**src/rtl/nano_pkg.sv**
```systemverilog
// Shared types and helpers for the nanoprocessor control unit, datapath and ALU.
package nano_pkg;

  localparam int unsigned OPW = 4;  // opcode field width (upper bits of the instruction byte)
  localparam int unsigned DW  = 8;  // data and address bus width

  typedef enum logic [3:0] {
    OpNop  = 4'h0,
    OpXor  = 4'h1,
    OpAnd  = 4'h2,
    OpOr   = 4'h3,
    OpAdd  = 4'h4,
    OpAdc  = 4'h5,
    OpSub  = 4'h6,
    OpSbc  = 4'h7,
    OpRol  = 4'h8,
    OpRor  = 4'h9,
    OpLda  = 4'hA,
    OpSta  = 4'hB,
    OpJmp  = 4'hC,
    OpJc   = 4'hD,
    OpJz   = 4'hE,
    OpHalt = 4'hF
  } opcode_t;

  // ALU function codes match the opcodes of the ALU instructions; the two
  // pass-through functions reuse codes that never reach the ALU as opcodes.
  typedef enum logic [3:0] {
    AluPass  = 4'h0,
    AluXor   = 4'h1,
    AluAnd   = 4'h2,
    AluOr    = 4'h3,
    AluAdd   = 4'h4,
    AluAdc   = 4'h5,
    AluSub   = 4'h6,
    AluSbc   = 4'h7,
    AluRol   = 4'h8,
    AluRor   = 4'h9,
    AluPassB = 4'hA
  } alu_op_t;

  typedef enum logic [2:0] {
    StFetchOp,
    StLoadOp,
    StLoadArg,
    StMemRd,
    StExec,
    StStore,
    StHalt
  } state_t;

  // Memory address mux select.
  localparam logic ADDR_PC = 1'b0;
  localparam logic ADDR_R  = 1'b1;

  // Instruction class, exactly one of the first eight bits is set.
  typedef struct packed {
    logic alu;
    logic load;
    logic store;
    logic jump;
    logic cond_c;
    logic cond_z;
    logic nop;
    logic halt;
    logic upd_c;  // instruction updates the carry flag
  } op_class_t;

  function automatic logic is_alu(opcode_t op);
    return (op >= OpXor) && (op <= OpRor);
  endfunction

  function automatic logic is_flag_op(opcode_t op);
    return (op >= OpAdd) && (op <= OpRor);
  endfunction

endpackage

```
**src/rtl/nano_if.sv**
```systemverilog
// Control bus between the nano_ctrl FSM (master) and the datapath (slave).
interface nano_if;
  import nano_pkg::*;

  logic [OPW-1:0] opcode;
  logic           carry;
  logic           zero;
  logic           run;
  logic           inc_PC;
  logic           load_PC;
  logic           load_I;
  logic           load_R;
  logic           load_ACC;
  logic           load_C;
  logic           addr_sel;
  alu_op_t        alu_op;
  logic           mem_we;
  logic           halted;

  modport master (
    input  opcode, carry, zero, run,
    output inc_PC, load_PC, load_I, load_R, load_ACC, load_C, addr_sel, alu_op, mem_we, halted
  );

  modport slave (
    output opcode, carry, zero, run,
    input  inc_PC, load_PC, load_I, load_R, load_ACC, load_C, addr_sel, alu_op, mem_we, halted
  );

endinterface

```
**src/rtl/nano_decode.sv**
```systemverilog
// Opcode to instruction-class decoder; the FSM only looks at these class bits.
module nano_decode import nano_pkg::*; (
  input  logic [OPW-1:0] opcode,
  output op_class_t      cls,
  output alu_op_t        alu_op
);

  opcode_t op;

  // Classify the opcode and pick the ALU function used in EXEC.
  always_comb begin
    op         = opcode_t'(opcode);
    cls        = '0;
    cls.alu    = is_alu(op);
    cls.load   = (op == OpLda);
    cls.store  = (op == OpSta);
    cls.jump   = (op == OpJmp);
    cls.cond_c = (op == OpJc);
    cls.cond_z = (op == OpJz);
    cls.nop    = (op == OpNop);
    cls.halt   = (op == OpHalt);
    cls.upd_c  = is_flag_op(op);
    if (cls.alu) begin
      alu_op = alu_op_t'(opcode);
    end else if (cls.load) begin
      alu_op = AluPassB;
    end else begin
      alu_op = AluPass;
    end
  end

endmodule

```
**src/rtl/nano_ctrl.sv**
```systemverilog
// Nanoprocessor control FSM: fetch, operand fetch, execute and write-back sequencing.
module nano_ctrl import nano_pkg::*; (
  input logic   clk,
  input logic   reset_n,
  nano_if.master bus
);

  state_t    state_q, state_d;
  op_class_t cls;
  alu_op_t   dec_alu_op;

  nano_decode u_decode (
    .opcode (bus.opcode),
    .cls    (cls),
    .alu_op (dec_alu_op)
  );

  // State register; reset parks the FSM in FETCH_OP so every strobe drops at once.
  always_ff @(posedge clk or negedge reset_n) begin
    if (!reset_n) begin
      state_q <= StFetchOp;
    end else begin
      state_q <= state_d;
    end
  end

  // Next state and strobes, decoded straight from the state register.
  always_comb begin
    state_d      = state_q;
    bus.inc_PC   = 1'b0;
    bus.load_PC  = 1'b0;
    bus.load_I   = 1'b0;
    bus.load_R   = 1'b0;
    bus.load_ACC = 1'b0;
    bus.load_C   = 1'b0;
    bus.addr_sel = ADDR_PC;
    bus.alu_op   = AluPass;
    bus.mem_we   = 1'b0;
    bus.halted   = 1'b0;
    case (state_q)
      StFetchOp: begin
        if (bus.run) begin
          bus.inc_PC = 1'b1;
          state_d    = StLoadOp;
        end
      end
      StLoadOp: begin
        // inc_PC here issues the operand read while IR captures the opcode.
        bus.load_I = 1'b1;
        bus.inc_PC = 1'b1;
        state_d    = StLoadArg;
      end
      StLoadArg: begin
        state_d = StFetchOp;
        unique case (1'b1)
          cls.alu, cls.load: begin
            bus.load_R = 1'b1;
            state_d    = StMemRd;
          end
          cls.store: begin
            bus.load_R = 1'b1;
            state_d    = StStore;
          end
          cls.jump:   bus.load_PC = 1'b1;
          cls.cond_c: bus.load_PC = bus.carry;
          cls.cond_z: bus.load_PC = bus.zero;
          cls.halt:   state_d     = StHalt;
          cls.nop:    state_d     = StFetchOp;
          default:    state_d     = StFetchOp;
        endcase
      end
      StMemRd: begin
        bus.addr_sel = ADDR_R;
        state_d      = StExec;
      end
      StExec: begin
        bus.load_ACC = 1'b1;
        bus.load_C   = cls.upd_c;
        bus.alu_op   = dec_alu_op;
        state_d      = StFetchOp;
      end
      StStore: begin
        bus.addr_sel = ADDR_R;
        bus.mem_we   = 1'b1;
        state_d      = StFetchOp;
      end
      StHalt: begin
        bus.halted = 1'b1;
        state_d    = StHalt;
      end
      default: state_d = StFetchOp;
    endcase
  end

endmodule

```
**src/flat_wrapper.sv**
```systemverilog
// flat-port wrapper written by rule: the top's interface ports become plain ports
module nano_ctrl_flat import nano_pkg::*;
  (clk, reset_n, bus_opcode, bus_carry, bus_zero, bus_run, bus_inc_PC, bus_load_PC, bus_load_I, bus_load_R, bus_load_ACC, bus_load_C, bus_addr_sel, bus_alu_op, bus_mem_we, bus_halted);
  nano_if bus_i ();
  input logic clk;
  input logic reset_n;
  input wire logic [$bits(bus_i.opcode)-1:0] bus_opcode;
  input wire logic [$bits(bus_i.carry)-1:0] bus_carry;
  input wire logic [$bits(bus_i.zero)-1:0] bus_zero;
  input wire logic [$bits(bus_i.run)-1:0] bus_run;
  output wire logic [$bits(bus_i.inc_PC)-1:0] bus_inc_PC;
  output wire logic [$bits(bus_i.load_PC)-1:0] bus_load_PC;
  output wire logic [$bits(bus_i.load_I)-1:0] bus_load_I;
  output wire logic [$bits(bus_i.load_R)-1:0] bus_load_R;
  output wire logic [$bits(bus_i.load_ACC)-1:0] bus_load_ACC;
  output wire logic [$bits(bus_i.load_C)-1:0] bus_load_C;
  output wire logic [$bits(bus_i.addr_sel)-1:0] bus_addr_sel;
  output wire logic [$bits(bus_i.alu_op)-1:0] bus_alu_op;
  output wire logic [$bits(bus_i.mem_we)-1:0] bus_mem_we;
  output wire logic [$bits(bus_i.halted)-1:0] bus_halted;
  assign bus_i.opcode = bus_opcode;
  assign bus_i.carry = bus_carry;
  assign bus_i.zero = bus_zero;
  assign bus_i.run = bus_run;
  assign bus_inc_PC = bus_i.inc_PC;
  assign bus_load_PC = bus_i.load_PC;
  assign bus_load_I = bus_i.load_I;
  assign bus_load_R = bus_i.load_R;
  assign bus_load_ACC = bus_i.load_ACC;
  assign bus_load_C = bus_i.load_C;
  assign bus_addr_sel = bus_i.addr_sel;
  assign bus_alu_op = bus_i.alu_op;
  assign bus_mem_we = bus_i.mem_we;
  assign bus_halted = bus_i.halted;
  nano_ctrl u_core (.clk(clk), .reset_n(reset_n), .bus(bus_i));
endmodule
```
**config.mk**
```make
export PLATFORM = sky130hd
export DESIGN_NAME = nano_ctrl_flat
export DESIGN_NICKNAME = d
export VERILOG_FILES = /design/src/rtl/nano_pkg.sv /design/src/rtl/nano_if.sv /design/src/rtl/nano_decode.sv /design/src/rtl/nano_ctrl.sv /design/src/flat_wrapper.sv
export SDC_FILE = /design/constraint.sdc
export NUM_CORES = 1
export LEC_CHECK = 0
export ABC_CLOCK_PERIOD_IN_PS = 1600
export BUFFER_PORTS_ARGS = -buffer_cell sky130_fd_sc_hd__buf_2
export CAP_MARGIN = 20
export CELL_PAD_IN_SITES_DETAIL_PLACEMENT = 2
export CELL_PAD_IN_SITES_GLOBAL_PLACEMENT = 2
export CORE_MARGIN = 5
export CORE_UTILIZATION = 19
export CTS_CLUSTER_SIZE = 14
export DETAILED_ROUTE_END_ITERATION = 8
export PLACE_DENSITY_LB_ADDON = 0.1
export SYNTH_ARGS = -nofsm -noshare
export SYNTH_HDL_FRONTEND = slang
export SYNTH_SLANG_ARGS = --single-unit
```
**constraint.sdc**
```tcl
create_clock -name clk -period 1.6 [get_ports clk]
set_clock_uncertainty 0.2 [all_clocks]
set_input_delay 0 -clock clk [delete_from_list [all_inputs] [get_ports clk]]
set_output_delay 0 -clock clk [all_outputs]
set_load 0.02 [all_outputs]
```
==> load_flow_metrics.sql, run 1 <==
INSERT INTO impl_metrics (metric_group, metric, value, unit) VALUES
('power', 'p_leak', '0.326', 'nW'),
('critical_path', 'critPathMaxStageDelay', '0.45', 'ns'),
('synth', 'mappedNetlistNets', '52', ''),
('routing', 'first_pass_iters', '4', ''),
('synth', 'postSynthCellCount', '43', ''),
('cells_and_area', 'drive_above_1_share', '0.560', ''),
('routing', 'drtAntennaViolNets', '0', ''),
('sta', 'maxSlewViolCount', '0', ''),
('floorplan', 'die_height', '52.5', 'µm'),
('global_routing', 'global_route.usage.total', '0.107', ''),
('floorplan', 'floorplan.io_pins', '22', ''),
('job', 'max_cap_viol_count', '0', ''),
('routing', 'num_vias', '428', ''),
('routing', 'route.final.wire_length', '1270', 'µm'),
('cells_and_area', 'num_antenna_cells', '0', ''),
('sta', 'setup_slack', '-0.0669', 'ns'),
('global_routing', 'number_of_global_route_vias_before_repair', '478', ''),
('worst_hold_path', 'worst_hold_path.endpoint', 'u_core.state_q[0]$_DFFE_PN0P_', ''),
('critical_path', 'cp.arrival', '1.47', 'ns'),
('sta', 'fin_setup_tns', '-0.137', 'ns'),
('clock_tree', 'clkTransAtPathRegs', '0.03', 'ns'),
('synth', 'synth_seq_area_share', '0.219', ''),
('critical_path', 'worst_path_max_delay_cell', 'sky130_fd_sc_hd__or3b_4', ''),
('sta', 'worst-slew-pin-transition', '0.250', 'ns'),
('worst_hold_path', 'hold_class', 'in2reg', ''),
('clock_tree', 'worst_skew_pair.late_latency', '0.23', 'ns'),
('clock_tree', 'htreeDepth', '1', ''),
('power', 'totalPowerFinal', '880', 'µW'),
('clock_tree', 'cts_tree', 'built', ''),
('clock_tree', 'cts_buffer_depth', '2', ''),
('cells_and_area', 'finish.cell_count_without_fillers', '100', ''),
('cells_and_area', 'most_common_library_cell_in_the_layout_ignoring_fill_and_taps', 'sky130_fd_sc_hd__buf_2', ''),
('synth', 'ys_dominant_reg_cell', 'sky130_fd_sc_hd__dfrtp_1', ''),
('cells_and_area', 'nNetsFinal', '85', ''),
('critical_path', 'worst_r2r_endpoint', 'u_core.state_q[1]$_DFFE_PN0P_', ''),
('floorplan', 'die_x', '52.5', 'µm'),
('synth', 'synth.area.top_cells', 'sky130_fd_sc_hd__dfrtp_1, sky130_fd_sc_hd__and2_1, sky130_fd_sc_hd__and3_1', ''),
('synth', 'number_of_synthesized_flops_with_an_enable_pin', '0', ''),
('place', 'numPlacedInstances', '92', ''),
('critical_path', 'timing.critical_path.max_delay_family', 'simple AND/OR/NAND/NOR gates', ''),
('routing', 'route.detailed.drc', '0', ''),
('clock_tree', 'cts_made_buffers', '3', ''),
('synth', 'synth_top_cell_by_area', 'sky130_fd_sc_hd__dfrtp_1', ''),
('global_routing', 'antenna_found_initial', '0', ''),
('floorplan', 'die_area', '2750', 'µm²'),
('synth', 'number_of_synthesized_register_bits', '3', ''),
('sta', 'period_needed', '1.67', 'ns'),
('power', 'peak_ir_drop_on_the_vdd_network', '0.000471', 'V'),
('sta', 'slew_headroom', '0.833', ''),
('synth', 'post_synthesis_cell_type_count', '26', ''),
('critical_path', 'timing.critical_path.from_type', 'flip-flop', ''),
('floorplan', 'initial_core_util', '0.199', ''),
('synth', 'async_flop_share', '1.00', ''),
('global_routing', 'grt_pass1_wl', '2170', 'µm'),
('power', 'power_density', '1390', 'nW/µm²'),
('sta', 'rsz0062_at_grt', 'yes', ''),
('critical_path', 'reg2reg_setup_slack', '0.21', 'ns'),
('critical_path', 'crit_chain', 'or3b_4, nor4b_4, buf_4', ''),
('critical_path', 'worst-path-buf-inv', '1', ''),
('cells_and_area', 'reg.largest.list', 'u_core.state_q: 3 flops', ''),
('floorplan', 'floorplan.core_area', '1730', 'µm²'),
('status', 'run_status', 'finished, violations left', ''),
('critical_path', 'required_time_worst_endpoint', '1.40', 'ns'),
('global_routing', 'sum_of_overflow_across_all_layers_after_global_routing', '0', ''),
('cells_and_area', 'final_cell_mix', 'sky130_fd_sc_hd__buf_2, sky130_fd_sc_hd__buf_4, sky130_fd_sc_hd__nor2_1', ''),
('cells_and_area', 'registers.top_by_ff_count', 'u_core.state_q', ''),
('synth', 'synth.yosys.warnings', '0', ''),
('sta', 'setup_violations', '3', ''),
('routing', 'routed_via_density', '4.28', ''),
('status', 'failed_checks', 'negative setup slack', ''),
('global_routing', 'largest_net_degree_at_the_start_of_global_routing', '10', '');
## Yosys cell counts, types with 2 or more instances
cell type / n
sky130_fd_sc_hd__nor3b_1: 2
sky130_fd_sc_hd__nand2_1: 3
sky130_fd_sc_hd__and2_1: 3
sky130_fd_sc_hd__nor2_1: 4
sky130_fd_sc_hd__dfrtp_1: 3
sky130_fd_sc_hd__nand2b_1: 2
sky130_fd_sc_hd__nor2b_1: 3
sky130_fd_sc_hd__o21ai_0: 2
sky130_fd_sc_hd__nor3_1: 2
sky130_fd_sc_hd__and3_1: 3
## layer usage
layer	global-route usage	vias to the layer above	wire length [µm]
met5	0	-	0
li1	-	218	-
met3	0.0484	0	97
met4	0.0255	0	0
met2	0.178	20	584
met1	0.123	190	585
## worst reg2reg max path, stage by stage (launching register included)
cell and delay [ns]:
sky130_fd_sc_hd__dfrtp_1 0.36, sky130_fd_sc_hd__buf_6 0.14, sky130_fd_sc_hd__nor2b_4 0.05, sky130_fd_sc_hd__and2_1 0.16, sky130_fd_sc_hd__or3_1 0.36
## what timing repair did
item / 4_1_cts / 5_1_grt
endpoints found under the setup margin: 7 / 7
pin swaps: 4 / 0
hold endpoints to repair: 3 / 0
cloned: 0 / 0
gates resized for setup: 11 / 3
setup buffers: 2 / 0
hold buffers: 2 / 0
## power breakdown
group,switching [mW],total [mW],internal (mW)
registers,0.0238,0.135,0.111
clock network,0.0401,0.134,0.0935
logic,0.320,0.611,0.292
## worst max-delay path by stage
stage	start	end	slack (ns)	depth (start not counted)
detailed placement	u_core.state_q[1]$_DFFE_PN0P_	bus_alu_op[3]	0.006	3
floorplan	u_core.state_q[1]$_DFFE_PN0P_	bus_alu_op[0]	-0.007	4
global placement	u_core.state_q[1]$_DFFE_PN0P_	bus_alu_op[3]	0.06	3
global route	u_core.state_q[0]$_DFFE_PN0P_	bus_alu_op[3]	-0.11	3
finish	u_core.state_q[0]$_DFFE_PN0P_	bus_alu_op[3]	-0.07	3
CTS	u_core.state_q[0]$_DFFE_PN0P_	bus_alu_op[3]	-0.08	3
## stage by stage
| stage | cell area [µm²] | setup WS [ns] |
|---|---|---|
| final | 632 | -0.0669 |
| after global routing | 632 | -0.113 |
| after CTS | 622 | -0.0803 |
| after detailed placement | 524 | 0.00592 |
| after global placement | 524 | 0.0624 |
| after floorplan | 363 | -0.00693 |
## cell families (layout without fill, tap and decap cells)
| kind of cell | count (synthesis) | in the layout | synth area share |
|---|---|---|---|
| flip-flops | 3 | 3 | 0.219 |
| buffers and inverters | 4 | 36 | 0.0693 |
| XOR/XNOR | 1 | 1 | 0.0256 |
| AND/OR/NAND/NOR | 28 | 28 | 0.522 |
| AO/OA/AOI/OAI | 6 | 6 | 0.135 |
| multiplexers | 1 | 1 | 0.0292 |
## cell type report
type	instances	area (µm²)
Multi-Input combinational cell	36	284
Inverter	1	3.75
Clock buffer	4	26.3
Timing Repair Buffer	31	211
Sequential cell	3	75.1
Fill cell	212	1090
Tap cell	25	31.3
(Power assumes the default switching activity.)
==> run 2, diff against run 1 <==
- CORE_UTILIZATION: 19 -> 21
- CTS_BUF_LIST: not set -> sky130_fd_sc_hd__clkbuf_4
==> run 2 against run 1 <==
  * The flow still finishes with violations (negative setup slack)
  * Final cell count shrank 7.0%
  * Setup slack gained 0.027 ns
  * Fmax rose by 1.7%
  * Via count increased by 7.5%
  * Cell area increased by 2.6%
  * Clock power up 16%
  * Count of clock-buffer cells in the layout is the same
  * Hold slack better by 0.0099 ns
  * Total power increased by 9.0%
==> load_flow_metrics.sql, run 2 (synthesis gave the netlist of run 1 again) <==
INSERT INTO impl_metrics (metric_group, metric, value, unit) VALUES
('sta', 'setup_slack', '-0.0397', 'ns'),
('floorplan', 'die_height', '50.4', 'µm'),
('clock_tree', 'clkTransAtPathRegs', '0.03', 'ns'),
('sta', 'clock.fmax', '610', 'MHz'),
('status', 'failed_checks', 'negative setup slack', ''),
('floorplan', 'die_x', '50.4', 'µm'),
('global_routing', 'sum_of_overflow_across_all_layers_after_global_routing', '0', ''),
('clock_tree', 'htreeDepth', '1', ''),
('critical_path', 'worst_r2r_endpoint', 'u_core.state_q[1]$_DFFE_PN0P_', ''),
('sta', 'report.final.hold_viol_count', '0', ''),
('critical_path', 'reg2reg_setup_slack', '0.03', 'ns'),
('status', 'run_status', 'finished, violations left', ''),
('clock_tree', 'cts_buffer_depth', '2', ''),
('critical_path', 'required_time_worst_endpoint', '1.40', 'ns'),
('worst_hold_path', 'hold_class', 'in2reg', ''),
('floorplan', 'floorplan.io_pins', '22', ''),
('cells_and_area', 'num_antenna_cells', '0', ''),
('critical_path', 'cp.arrival', '1.44', 'ns'),
('routing', 'route.top_layer_used', 'met4', ''),
('routing', 'first_pass_iters', '4', ''),
('cells_and_area', 'largest_reg_flops', '3', ''),
('routing', 'detail_route.wl_per_cell', '14.8', 'µm'),
('place', 'portBuffers', '21', ''),
('global_routing', 'number_of_global_route_vias_before_repair', '468', ''),
('critical_path', 'timing.critical_path.from_type', 'flip-flop', ''),
('power', 'power_density', '1480', 'nW/µm²'),
('power', 'p_leak', '0.340', 'nW'),
('routing', 'num_vias', '460', ''),
('routing', 'met3WireLength', '107', 'µm'),
('routing', 'routed_via_density', '4.95', ''),
('clock_tree', 'clk_root_buffer_cell', 'sky130_fd_sc_hd__clkbuf_4', ''),
('sta', 'worst-slew-pin-transition', '0.245', 'ns'),
('global_routing', 'antenna_found_initial', '0', ''),
('critical_path', 'critical_path.max_fanout', '4', ''),
('critical_path', 'timing.reg2reg.worst_path_depth', '5', ''),
('sta', 'maxSlewViolCount', '0', ''),
('global_routing', 'largest_net_degree_at_the_start_of_global_routing', '10', ''),
('floorplan', 'rows', '14', ''),
('routing', 'route.detailed.drc', '0', ''),
('routing', 'drt_iter0_drc', '8', ''),
('routing', 'route.final.wire_length', '1380', 'µm'),
('cells_and_area', 'reg.largest.list', 'u_core.state_q: 3 flops', ''),
('cells_and_area', 'drive_above_1_share', '0.610', ''),
('cells_and_area', 'fillcell_total', '178', ''),
('place', 'place_congestion', '0.719', ''),
('place', 'half_perimeter_wire_length_after_detailed_placement', '1030', 'µm'),
('routing', 'drtAntennaViolNets', '0', ''),
('floorplan', 'floorplan.core_area', '1520', 'µm²'),
('power', 'peak_ir_drop_on_the_vdd_network', '0.000925', 'V'),
('critical_path', 'worst_r2r_startpoint', 'u_core.state_q[1]$_DFFE_PN0P_', ''),
('clock_tree', 'worst_skew_pair.late_latency', '0.24', 'ns'),
('cells_and_area', 'final_cell_mix', 'sky130_fd_sc_hd__buf_2, sky130_fd_sc_hd__buf_4, sky130_fd_sc_hd__nor2_1, sky130_fd_sc_hd__clkbuf_4, sky130_fd_sc_hd__buf_6', ''),
('cells_and_area', 'multiInputGateArea', '292', 'µm²'),
('place', 'numPlacedInstances', '84', ''),
('cells_and_area', 'synth_to_final_area_change', '89.1', '%'),
('cells_and_area', 'seqCellArea', '75.1', 'µm²'),
('cells_and_area', 'finish.cell_count_without_fillers', '93', ''),
('critical_path', 'worst_setup_path_startpoint', 'u_core.state_q[0]$_DFFE_PN0P_', ''),
('clock_tree', 'clock_sinks', '3', ''),
('sta', 'rsz0062_at_grt', 'yes', ''),
('cells_and_area', 'most_common_library_cell_in_the_layout_ignoring_fill_and_taps', 'sky130_fd_sc_hd__buf_2', ''),
('routing', 'met1_length', '653', 'µm'),
('clock_tree', 'cts_tree', 'built', ''),
('sta', 'period_share', '1.02', ''),
('job', 'max_cap_viol_count', '0', ''),
('critical_path', 'worst_setup_path_end_kind', 'output pin', ''),
('cells_and_area', 'post_route_design_area', '648', 'µm²'),
('routing', 'met2_length', '611', 'µm'),
('sta', 'setup_violations', '4', ''),
('sta', 'period_needed', '1.64', 'ns'),
('place', 'placed_cell_area', '520', 'µm²'),
('floorplan', 'die_area', '2540', 'µm²'),
('cells_and_area', 'registers.top_by_ff_count', 'u_core.state_q', ''),
('global_routing', 'grt_pass1_wl', '2240', 'µm'),
('clock_tree', 'cts_made_buffers', '3', ''),
('sta', 'slew_headroom', '0.836', ''),
('floorplan', 'initial_core_util', '0.225', ''),
('critical_path', 'worstSetupEndpoint', 'bus_alu_op[3]', ''),
('critical_path', 'path_class', 'reg2out', ''),
('cells_and_area', 'nNetsFinal', '87', ''),
('global_routing', 'global_route.usage.total', '0.117', ''),
('sta', 'fin_setup_tns', '-0.0886', 'ns');
[run 2: final cells by class]
type,instances,share of cell area
multi-input combinational,36,0.450
timing repair buffer,33,0.351
sequential,3,0.116
clock buffer,4,0.0463
tap,16,0.0309
inverter,1,0.00579
[run 2: power by group]
group | internal (mW) | total [mW] | switching (mW) | leakage (nW)
logic | 0.328 | 0.668 | 0.340 | 0.283
clock network | 0.111 | 0.156 | 0.0450 | 0.0184
registers | 0.111 | 0.136 | 0.0247 | 0.0385
total | 0.549 | 0.959 | 0.410 | 0.340
[run 2: per-layer routing]
metal | vias to the layer above | global-route usage
met3 | 2 | 0.0592
met2 | 19 | 0.144
li1 | 222 | -
met1 | 217 | 0.167
met4 | 0 | 0.0511
met5 | - | 0
[run 2: worst max-delay path, stage by stage (launching register included)]
cell and delay (ns):
sky130_fd_sc_hd__dfrtp_1 0.38, sky130_fd_sc_hd__or3b_4 0.44, sky130_fd_sc_hd__nor4b_4 0.21, sky130_fd_sc_hd__buf_4 0.17
[run 2: how the worst min path moves through the flow]
stage | endpoint | startpoint | depth (start not counted) | slack, ns
4_1_cts | u_core.state_q[0]$_DFFE_PN0P_ | bus_run | 4 | 0.03
3_5_place_dp | u_core.state_q[2]$_DFFE_PN0P_ | reset_n | 1 | -0.39
2_1_floorplan | u_core.state_q[0]$_DFFE_PN0P_ | reset_n | 0 | -0.50
3_3_place_gp | u_core.state_q[2]$_DFFE_PN0P_ | reset_n | 1 | -0.40
6_report | u_core.state_q[0]$_DFFE_PN0P_ | bus_run | 4 | 0.06
5_1_grt | u_core.state_q[0]$_DFFE_PN0P_ | bus_run | 4 | 0.06
[run 2: repair_timing]
action	in CTS	in global routing
setup buffers	1	2
resized for setup	11	5
pin swaps	5	3
hold endpoints to repair	3	0
endpoints found under the setup margin	7	8
hold buffers	2	0
[run 2: stage by stage]
| step | worst slack, ns | hold WS [ns] | total power, mW | utilization |
|---|---|---|---|---|
| after floorplan | -0.00693 | -0.496 | 0.464 | - |
| final | -0.0397 | 0.0555 | 0.959 | 0.425 |
| after detailed placement | 0.0551 | -0.395 | 0.669 | 0.342 |
| after global placement | 0.0789 | -0.396 | 0.664 | 0.342 |
| after global routing | -0.124 | 0.0589 | 1.04 | 0.425 |
| after CTS | -0.0552 | 0.0307 | 0.899 | 0.404 |
==> run 3, diff against run 2 <==
- ABC_CLOCK_PERIOD_IN_PS: 1600 -> 1700
- clock period: 1.6 -> 1.7 ns (I/O delays scaled with it)
==> run 3 against run 2 <==
  * Total power fell by 17%
  * The run now ends clean
  * Register-to-register slack improved by 0.17 ns
  * Setup slack improved by 0.066 ns
  * Final cell count fell by 6.5%
  * Wire length fell by 6.1%
  * Critical path type unchanged
  * First-iteration DRC count fell by 88%
==> load_flow_metrics.sql, run 3 (synthesis gave the netlist of run 1 again) <==
INSERT INTO impl_metrics (metric_group, metric, value, unit) VALUES
('routing', 'route.detailed.drc', '0', ''),
('global_routing', 'global_route.usage.total', '0.111', ''),
('cells_and_area', 'largest_reg_flops', '3', ''),
('place', 'portBuffers', '21', ''),
('clock_tree', 'clock_sinks', '3', ''),
('place', 'half_perimeter_wire_length_after_detailed_placement', '990', 'µm'),
('place', 'numPlacedInstances', '80', ''),
('routing', 'num_vias', '432', ''),
('sta', 'clock.fmax', '597', 'MHz'),
('clock_tree', 'worst_skew_pair.late_latency', '0.23', 'ns'),
('clock_tree', 'htreeDepth', '1', ''),
('sta', 'maxSlewViolCount', '0', ''),
('global_routing', 'global_route.usage.met2', '0.169', ''),
('cells_and_area', 'most_common_library_cell_in_the_layout_ignoring_fill_and_taps', 'sky130_fd_sc_hd__buf_2', ''),
('routing', 'drt_iter0_drc', '1', ''),
('power', 'switching_power', '352', 'µW'),
('routing', 'routed_via_density', '4.97', ''),
('critical_path', 'critical_path.max_fanout', '4', ''),
('place', 'place_congestion', '0.670', ''),
('clock_tree', 'cts_tree', 'built', ''),
('cells_and_area', 'nNetsFinal', '81', ''),
('floorplan', 'die_height', '50.4', 'µm'),
('critical_path', 'timing.critical_path.from_type', 'flip-flop', ''),
('critical_path', 'worst_r2r_startpoint', 'u_core.state_q[1]$_DFFE_PN0P_', ''),
('cells_and_area', 'registers.top_by_ff_count', 'u_core.state_q', ''),
('power', 'cellInternalPower', '442', 'µW'),
('global_routing', 'grt_met1_usage', '0.146', ''),
('floorplan', 'floorplan.io_pins', '22', ''),
('critical_path', 'required_time_worst_endpoint', '1.50', 'ns'),
('global_routing', 'number_of_global_route_vias_before_repair', '475', ''),
('routing', 'drtAntennaViolNets', '0', ''),
('worst_hold_path', 'hold_class', 'in2reg', ''),
('power', 'pwr-share-comb', '0.670', ''),
('status', 'run_status', 'completed', ''),
('critical_path', 'path_class', 'reg2out', ''),
('cells_and_area', 'drive_above_1_share', '0.521', ''),
('sta', 'period_needed', '1.67', 'ns'),
('critical_path', 'worst_r2r_endpoint', 'u_core.state_q[1]$_DFFE_PN0P_', ''),
('sta', 'period_share', '0.985', ''),
('critical_path', 'worstSetupEndpoint', 'bus_alu_op[3]', ''),
('power', 'flop_pwr_share', '0.152', ''),
('job', 'max_cap_viol_count', '0', ''),
('cells_and_area', 'finish.cell_count_without_fillers', '87', ''),
('floorplan', 'initial_core_util', '0.225', ''),
('sta', 'setup_violations', '0', ''),
('floorplan', 'rows', '14', ''),
('critical_path', 'timing.reg2reg.worst_path_depth', '4', ''),
('global_routing', 'grt_pass1_wl', '2170', 'µm'),
('cells_and_area', 'num_antenna_cells', '0', ''),
('sta', 'report.final.hold_viol_count', '0', ''),
('cells_and_area', 'final_cell_mix', 'sky130_fd_sc_hd__buf_2, sky130_fd_sc_hd__buf_4, sky130_fd_sc_hd__nor2_1, sky130_fd_sc_hd__clkbuf_4', ''),
('clock_tree', 'cts_made_buffers', '3', ''),
('sta', 'fin_setup_tns', '0', 'ns'),
('sta', 'final.hold.worst_slack', '0.0251', 'ns'),
('critical_path', 'worst_setup_path_end_kind', 'output pin', ''),
('clock_tree', 'cts_buffer_depth', '2', ''),
('power', 'power.share.switching', '0.443', ''),
('clock_tree', 'clk_root_buffer_cell', 'sky130_fd_sc_hd__clkbuf_4', ''),
('routing', 'route.final.wire_length', '1300', 'µm'),
('power', 'p_leak', '0.307', 'nW'),
('sta', 'slew_headroom', '0.808', ''),
('critical_path', 'worst_setup_path_startpoint', 'u_core.state_q[1]$_DFFE_PN0P_', ''),
('cells_and_area', 'reg.largest.list', 'u_core.state_q: 3 flops', ''),
('floorplan', 'die_x', '50.4', 'µm'),
('clock_tree', 'clkTransAtPathRegs', '0.04', 'ns'),
('global_routing', 'antenna_found_initial', '0', ''),
('power', 'power_density', '1410', 'nW/µm²'),
('global_routing', 'routing_layer_with_the_top_usage_in_global_route', 'met2', ''),
('power', 'peak_ir_drop_on_the_vdd_network', '0.000611', 'V'),
('routing', 'first_pass_iters', '2', ''),
('critical_path', 'reg2reg_setup_slack', '0.20', 'ns'),
('floorplan', 'floorplan.core_area', '1520', 'µm²'),
('worst_hold_path', 'launch_instance_of_the_worst_min_delay_path', 'bus_run', ''),
('global_routing', 'largest_net_degree_at_the_start_of_global_routing', '10', ''),
('power', 'clockPowerShare', '0.178', ''),
('sta', 'worst-slew-pin-transition', '0.288', 'ns'),
('cells_and_area', 'synth_to_final_area_change', '65.0', '%'),
('routing', 'detail_route.wl_per_cell', '14.9', 'µm'),
('floorplan', 'die_area', '2540', 'µm²'),
('critical_path', 'cp.arrival', '1.47', 'ns'),
('cells_and_area', 'post_route_design_area', '566', 'µm²'),
('sta', 'rsz0062_at_grt', 'yes', ''),
('global_routing', 'grt_util_met3', '0.0296', ''),
('place', 'placed_cell_area', '482', 'µm²'),
('global_routing', 'sum_of_overflow_across_all_layers_after_global_routing', '0', '');
==> run 3: cell count changes in the layout (fill, tap and decap cells not counted), sizes merged <==
cell / before / now
buf: 31 / 25
==> run 3: worst max-delay path: stages (launching register included) <==
cell and delay [ns]:
sky130_fd_sc_hd__dfrtp_1 0.37, sky130_fd_sc_hd__or3b_4 0.44, sky130_fd_sc_hd__nor4b_4 0.26, sky130_fd_sc_hd__buf_4 0.18
==> run 3: how the worst min path moves through the flow <==
stage	cells after the start	to	slack, ns
6_report	4	u_core.state_q[0]$_DFFE_PN0P_	0.03
5_1_grt	4	u_core.state_q[0]$_DFFE_PN0P_	0.07
4_1_cts	4	u_core.state_q[0]$_DFFE_PN0P_	0.02
3_5_place_dp	1	u_core.state_q[0]$_DFFE_PN0P_	-0.39
3_3_place_gp	1	u_core.state_q[0]$_DFFE_PN0P_	-0.40
2_1_floorplan	0	u_core.state_q[0]$_DFFE_PN0P_	-0.50
==> run 3: repair_timing <==
item / CTS / global route
pin swaps: 1 / 1
endpoints found under the hold margin: 3 / 0
buffers inserted: 0 / 1
setup endpoints to repair: 5 / 4
gates resized for setup: 2 / 5
hold buffers: 2 / 0
==> run 3: final cells by class <==
type	count	area [µm²]
fillers	188	958
multi-input cells	36	274
repair buffers	27	163
flip-flops and latches	3	75.1
clock buffers	4	30.0
well taps	16	20.0
inverters	1	3.75
==> run 3: per-stage QoR <==
stage | utilization | setup WS, ns | total power, mW
6_report | 0.371 | 0.0260 | 0.795
5_1_grt | 0.371 | -0.0347 | 0.867
4_1_cts | 0.352 | -0.0446 | 0.776
3_5_place_dp | 0.316 | 0.125 | 0.603
3_3_place_gp | 0.316 | 0.191 | 0.594
2_1_floorplan | - | 0.0132 | 0.431
==> run 3: power by group through the flow <==
stage,Sequential [mW],Combinational [mW],Clock (mW)
final,0.121,0.532,0.142
after global routing,0.124,0.585,0.158
after CTS,0.126,0.502,0.148
after detailed placement,0.127,0.477,0
after global placement,0.125,0.469,0
after floorplan,0.123,0.309,0
==> run 3: metal layers <==
| layer | vias up | part of all wire |
|---|---|---|
| met5 | - | 0 |
| met4 | 0 | 0.017 |
| met3 | 2 | 0.034 |
| met2 | 12 | 0.48 |
| met1 | 204 | 0.47 |
| li1 | 214 | - |
